## config.mk

```make
export PLATFORM = sky130hd
export DESIGN_NAME = led_dimmer_ctrl_flat
export DESIGN_NICKNAME = d
export VERILOG_FILES = /design/src/rtl/dimmer_pkg.sv /design/src/rtl/led_dimmer_ctrl_if.sv /design/src/rtl/btn_conditioner.sv /design/src/rtl/led_dimmer_ctrl.sv /design/src/flat_wrapper.sv
export SDC_FILE = /design/constraint.sdc
export NUM_CORES = 1
export LEC_CHECK = 0
export ABC_AREA = 1
export CORE_ASPECT_RATIO = 0.8
export CORE_MARGIN = 2
export CORE_UTILIZATION = 55
export DETAILED_ROUTE_END_ITERATION = 8
export PLACE_DENSITY_LB_ADDON = 0.1
export SLEW_MARGIN = 40
export SYNTH_ARGS = -nofsm -noshare
export SYNTH_HDL_FRONTEND = slang
export SYNTH_SLANG_ARGS = --single-unit
```

## constraint.sdc

```tcl
create_clock -name clk -period 3.9 [get_ports clk]
set_clock_uncertainty 0.1 [all_clocks]
set_input_delay 0.585 -clock clk [delete_from_list [all_inputs] [get_ports clk]]
set_output_delay 0.585 -clock clk [all_outputs]
set_load 0.02 [all_outputs]
```

## src/rtl/dimmer_pkg.sv

```systemverilog
// Shared definitions for the LED dimmer control stage: duty word width
// and the mode encodings that are also exported on the mode output.
package dimmer_pkg;

   localparam int DUTY_W = 4;
   localparam logic [DUTY_W-1:0] DUTY_MAX = 4'd15;

   typedef enum logic [1:0] {
      MODE_MANUAL       = 2'd0,
      MODE_BREATHE_UP   = 2'd1,
      MODE_BREATHE_DOWN = 2'd2,
      MODE_INVALID      = 2'd3
   } mode_e;

endpackage

```

## src/rtl/led_dimmer_ctrl_if.sv

```systemverilog
// Button inputs and duty/mode outputs of the dimmer control stage.
// The slave side is the controller; the master side drives the buttons
// and observes the duty word.
interface led_dimmer_ctrl_if;

   logic                          btn_up;
   logic                          btn_down;
   logic                          btn_mode;
   logic [dimmer_pkg::DUTY_W-1:0] duty_cycle;
   logic [1:0]                    mode;
   logic                          step_tick;

   modport master (
      output btn_up, btn_down, btn_mode,
      input  duty_cycle, mode, step_tick
   );

   modport slave (
      input  btn_up, btn_down, btn_mode,
      output duty_cycle, mode, step_tick
   );

endinterface

```

## src/rtl/btn_conditioner.sv

```systemverilog
// One push-button channel: two-flop synchroniser, restartable debounce
// counter and a rising-edge detector on the debounced level.
module btn_conditioner #(
   parameter int DEBOUNCE_CYCLES = 500000
) (
   input  logic clk,
   input  logic reset_n,
   input  logic btn_raw,
   output logic level,
   output logic press
);

   localparam int CNT_W = (DEBOUNCE_CYCLES > 1) ? $clog2(DEBOUNCE_CYCLES) : 1;
   localparam logic [CNT_W-1:0] CNT_LAST = CNT_W'(DEBOUNCE_CYCLES - 1);

   logic             s1_reg;
   logic             s2_reg;
   logic             stable_reg;
   logic             stable_d_reg;
   logic [CNT_W-1:0] cnt_reg;

   // Bring the asynchronous button into the clk domain.
   always_ff @(posedge clk or negedge reset_n) begin
      if (!reset_n) begin
         s1_reg <= 1'b0;
         s2_reg <= 1'b0;
      end else begin
         s1_reg <= btn_raw;
         s2_reg <= s1_reg;
      end
   end

   // Accept a new level only after it has differed from the current one
   // for DEBOUNCE_CYCLES consecutive cycles; any bounce restarts the count.
   always_ff @(posedge clk or negedge reset_n) begin
      if (!reset_n) begin
         stable_reg <= 1'b0;
         cnt_reg    <= '0;
      end else if (s2_reg == stable_reg) begin
         cnt_reg <= '0;
      end else if (cnt_reg == CNT_LAST) begin
         stable_reg <= s2_reg;
         cnt_reg    <= '0;
      end else begin
         cnt_reg <= cnt_reg + 1'b1;
      end
   end

   // Delayed copy of the debounced level for edge detection.
   always_ff @(posedge clk or negedge reset_n) begin
      if (!reset_n) begin
         stable_d_reg <= 1'b0;
      end else begin
         stable_d_reg <= stable_reg;
      end
   end

   assign level = stable_reg;
   assign press = stable_reg & ~stable_d_reg;

endmodule

```

## src/rtl/led_dimmer_ctrl.sv

```systemverilog
// Dimmer control: conditions three buttons and runs the manual/breathe
// FSM that owns the 4-bit duty word feeding the PWM generator.
module led_dimmer_ctrl
   import dimmer_pkg::*;
#(
   parameter int DEBOUNCE_CYCLES = 500000,
   parameter int BREATHE_DIV     = 3125000,
   parameter int INIT_DUTY       = 0
) (
   input logic               clk,
   input logic               reset_n,
   led_dimmer_ctrl_if.slave  bus
);

   localparam int BCNT_W = (BREATHE_DIV > 1) ? $clog2(BREATHE_DIV) : 1;
   localparam logic [BCNT_W-1:0] BCNT_LAST = BCNT_W'(BREATHE_DIV - 1);

   // Channel order: 0 up, 1 down, 2 mode.
   logic [2:0] btn_raw;
   logic [2:0] btn_press;
   logic [2:0] level_unused;

   assign btn_raw = {bus.btn_mode, bus.btn_down, bus.btn_up};

   generate
      for (genvar gi = 0; gi < 3; gi++) begin : g_btn
         btn_conditioner #(
            .DEBOUNCE_CYCLES (DEBOUNCE_CYCLES)
         ) u_btn (
            .clk     (clk),
            .reset_n (reset_n),
            .btn_raw (btn_raw[gi]),
            .level   (level_unused[gi]),
            .press   (btn_press[gi])
         );
      end
   endgenerate

   logic press_up;
   logic press_down;
   logic press_mode;

   assign press_up   = btn_press[0];
   assign press_down = btn_press[1];
   assign press_mode = btn_press[2];

   mode_e              mode_reg, mode_next;
   logic [DUTY_W-1:0]  duty_reg, duty_next;
   logic [BCNT_W-1:0]  bcnt_reg, bcnt_next;
   logic               step_reg, step_next;
   logic               breathe_tick;

   assign breathe_tick = ((mode_reg == MODE_BREATHE_UP) || (mode_reg == MODE_BREATHE_DOWN))
                         && (bcnt_reg == BCNT_LAST);

   // State, duty word, breathe divider and step pulse registers.
   always_ff @(posedge clk or negedge reset_n) begin
      if (!reset_n) begin
         mode_reg <= MODE_MANUAL;
         duty_reg <= DUTY_W'(INIT_DUTY);
         bcnt_reg <= '0;
         step_reg <= 1'b0;
      end else begin
         mode_reg <= mode_next;
         duty_reg <= duty_next;
         bcnt_reg <= bcnt_next;
         step_reg <= step_next;
      end
   end

   // Next state: mode press beats up/down presses, which beat breathe ticks.
   always_comb begin
      mode_next = mode_reg;
      duty_next = duty_reg;
      bcnt_next = bcnt_reg;
      step_next = 1'b0;
      case (mode_reg)
         MODE_MANUAL: begin
            // Divider idles at zero so breathe always starts a full period.
            bcnt_next = '0;
            if (press_mode) begin
               mode_next = MODE_BREATHE_UP;
            end else if (press_up && !press_down && (duty_reg != DUTY_MAX)) begin
               duty_next = duty_reg + 1'b1;
               step_next = 1'b1;
            end else if (press_down && !press_up && (duty_reg != '0)) begin
               duty_next = duty_reg - 1'b1;
               step_next = 1'b1;
            end
         end
         MODE_BREATHE_UP, MODE_BREATHE_DOWN: begin
            bcnt_next = breathe_tick ? '0 : bcnt_reg + 1'b1;
            if (press_mode) begin
               mode_next = MODE_MANUAL;
               bcnt_next = '0;
            end else if (breathe_tick) begin
               step_next = 1'b1;
               if (mode_reg == MODE_BREATHE_UP) begin
                  if (duty_reg == DUTY_MAX) begin
                     mode_next = MODE_BREATHE_DOWN;
                     duty_next = DUTY_MAX - 1'b1;
                  end else begin
                     duty_next = duty_reg + 1'b1;
                  end
               end else begin
                  if (duty_reg == '0) begin
                     mode_next = MODE_BREATHE_UP;
                     duty_next = DUTY_W'(1);
                  end else begin
                     duty_next = duty_reg - 1'b1;
                  end
               end
            end
         end
         default: begin
            mode_next = MODE_MANUAL;
            bcnt_next = '0;
         end
      endcase
   end

   assign bus.duty_cycle = duty_reg;
   assign bus.mode       = mode_reg;
   assign bus.step_tick  = step_reg;

endmodule

```

## src/flat_wrapper.sv

```systemverilog
// flat-port wrapper written by rule: the top's interface ports become plain ports
module led_dimmer_ctrl_flat import dimmer_pkg::*;
#(
   parameter int DEBOUNCE_CYCLES = 500000,
   parameter int BREATHE_DIV     = 3125000,
   parameter int INIT_DUTY       = 0
)
  (clk, reset_n, bus_btn_up, bus_btn_down, bus_btn_mode, bus_duty_cycle, bus_mode, bus_step_tick);
  led_dimmer_ctrl_if bus_i ();
  input logic clk;
  input logic reset_n;
  input wire logic [$bits(bus_i.btn_up)-1:0] bus_btn_up;
  input wire logic [$bits(bus_i.btn_down)-1:0] bus_btn_down;
  input wire logic [$bits(bus_i.btn_mode)-1:0] bus_btn_mode;
  output wire logic [$bits(bus_i.duty_cycle)-1:0] bus_duty_cycle;
  output wire logic [$bits(bus_i.mode)-1:0] bus_mode;
  output wire logic [$bits(bus_i.step_tick)-1:0] bus_step_tick;
  assign bus_i.btn_up = bus_btn_up;
  assign bus_i.btn_down = bus_btn_down;
  assign bus_i.btn_mode = bus_btn_mode;
  assign bus_duty_cycle = bus_i.duty_cycle;
  assign bus_mode = bus_i.mode;
  assign bus_step_tick = bus_i.step_tick;
  led_dimmer_ctrl #(.DEBOUNCE_CYCLES(DEBOUNCE_CYCLES), .BREATHE_DIV(BREATHE_DIV), .INIT_DUTY(INIT_DUTY)) u_core (.clk(clk), .reset_n(reset_n), .bus(bus_i));
endmodule
```

==> run metrics <==
run status=finished clean; vias in the first global route=4260; drt drc=0; H-Tree Depth=3; # rows=32; crit-path max FO=9; Arrival @ worst endpoint=1.53 ns; post-synth cell types=30; WL met1=5350 um; CTS Buffer Depth=2; maxcap violations=0; Yosys reg bits=98; Setup Viol. Count Final=0; top cells by area, synth=dfrtp_1 45%, nor2_1 11%, nand2_1 10%, inv_1 6.5%, xor2_1 4.5%; Worst Max-Slew Pin Slew=0.642 ns; Remaining Overflow, GRT=0; max layer used=met4; RSZ-0062 raised after global routing=false; Power Density=317 mW/mm^2; gpl congestion=0.937; Met2 Wirelength=4790 um; routed len/inst=12.5 um; total power=1890 uW; area share of the largest cell type after synthesis=45.2%; initial antenna violation count=0; cts bufs inserted=9; Final Cycle Share=56.7%; initial cell density of the core=56.5%; input/output buffers=11; clk sinks=98; Synth Cell Area=0.00543 mm^2; final hold violations=0; crit path capture type=primary output; post-CTS setup buffers=0; minimum clock period=2.21 ns; Mapped Cells=717; hold buffers post-CTS=0; syn_nets=732; DR vias/cell=5.15; Max-Slew Margin vs Limit=57.2%; Die Height=92.9 um; largest net degree at the start of global routing=82; Skew-Pair Late Insertion Delay=0.35 ns; ANT nets after route=0; delay of the slowest cell on the worst path=0.66 ns; WS Path Type=reg -> out; clock slew at reported path FFs=0.07 ns; critical path's slowest cell=clkdlybuf4s50_1; CP cell instances=clkdlybuf4s50_1; crit path buf inv count=1; Iteration-0 DRC Markers=324; Root Driver=clkbuf_16; drt total wl=10800 um; Critical Path RT=3.21 ns; register area share after synthesis=45.2%; gr usage total=22.5%; Leak=0.00269 uW; area grow syn2layout=9.68%; post-cts sizing count=0; TNS Setup=0 ns; core region area=0.00961 mm^2; number of detailed-route iterations in the first pass=4; YS warnings=0; pins over their slew limit=0; flop-to-flop setup slack=1.93 ns; nets@finish=754; CTS tree=built; Post-DP HPWL=7940 um; diode count=0; layout cells sized above 1=7.27%; Top Family by Delay on Critical Path=buffers and inverters; Critical Path Start Type=register; cell taking the most area after synthesis=dfrtp_1; WL met3=440 um; first-pass GRT wire length=19200 um; Max IR drop VDD=0.000288 V; Max Clk Rate=0.452 GHz; DIE WIDTH=115 um; Mean Syn Cell Area=7.57 um^2; routed via count=4435; die area=0.0107 mm^2; # IOs=12; max reg flops=57; Hold Path Class=in -> async
[layout by cell type (no fill, tap or decap), drive strengths merged, types with 5 or more instances in the layout]
cell	netlist	routed
a21oi	20	20
xnor2	5	5
nand2	156	156
clkbuf	0	12
nor3	35	35
clkdlybuf4s50	0	10
nand3	45	45
ha	10	10
inv	100	100
xor2	28	28
nor3b	5	5
o21ai	14	14
dfrtp	98	98
nor2	163	163
nand4	29	29
[routing by layer]
metal / track usage, % / up-vias
met4: 7.03 / 0
met3: 5.24 / 20
met2: 35.2 / 79
met5: 0 / -
met1: 31.2 / 2017
li1: - / 2319
[metrics by stage]
stage	hold slack, ns	setup slack, ns	cell area, um^2	cells	util [%]
after floorplan	0.189	2.15	5430	717	-
after global placement	0.238	2.02	5690	847	59.2
after detailed placement	0.241	1.94	5690	847	59.2
after CTS	0.217	1.68	5950	862	61.9
after global routing	0.231	1.64	5950	862	62.0
final	0.160	1.69	5950	862	62.0
[synth_stat cells (all sizes together)]
master    n
o21bai    2
o31ai     1
nor3     35
nor2    163
inv     100
buf       2
nand2   156
a31oi     1
nor3b     5
o21a      1
nor4      1
a211oi    1
xor2     28
nand4    29
dfrtp    98
xnor2     5
ha       10
o21ai    14
a21oi    20
nand3    45
[final cells by class]
type / count / area, um^2
Multi-Input combinational cell: 517 / 2590
Sequential cell: 98 / 2450
Clock buffer: 11 / 233
Tap cell: 119 / 149
Clock inverter: 4 / 30.0
Inverter: 100 / 375
Fill cell: 871 / 3650
Timing Repair Buffer: 13 / 129
[kinds of logic (layout without fill, tap and decap cells)]
family          count (synthesis)  count (layout)  share of synthesized area, %
xor+xnor                       33              33                          5.32
simple gates                  434             434                          36.0
flops                          98              98                          45.2
compound gates                 40              40                          4.01
fa+ha+maj                      10              10                          2.30
buf+inv                       102             128                          7.19
[final timing paths]
check,from,endpoint,depth (start not counted)
hold / removal,reset_n,u_core.g_btn[1].u_btn.cnt_reg[1]$_DFF_PN0_,1
setup reg to reg,u_core.bus.mode[1]$_DFFE_PN0P_,u_core.bcnt_reg[16]$_DFF_PN0_,8
hold reg to reg,u_core.g_btn[1].u_btn.s1_reg$_DFF_PN0_,u_core.g_btn[1].u_btn.s2_reg$_DFF_PN0_,0
setup / recovery,u_core.bus.duty_cycle[2]$_DFFE_PN0P_,bus_duty_cycle[2],1
max in group asynchronous,reset_n,u_core.g_btn[0].u_btn.cnt_reg[6]$_DFF_PN0_,2
min in group clk,u_core.g_btn[1].u_btn.s1_reg$_DFF_PN0_,u_core.g_btn[1].u_btn.s2_reg$_DFF_PN0_,0
[power breakdown]
part | leakage, uW | switching (uW) | internal, uW
Sequential | 0.00135 | 7.79 | 1030
Combinational | 0.00122 | 39.4 | 13.7
Clock | 0.000126 | 369 | 430
Total | 0.00269 | 416 | 1470
Power figures use the tool's default switching activity.
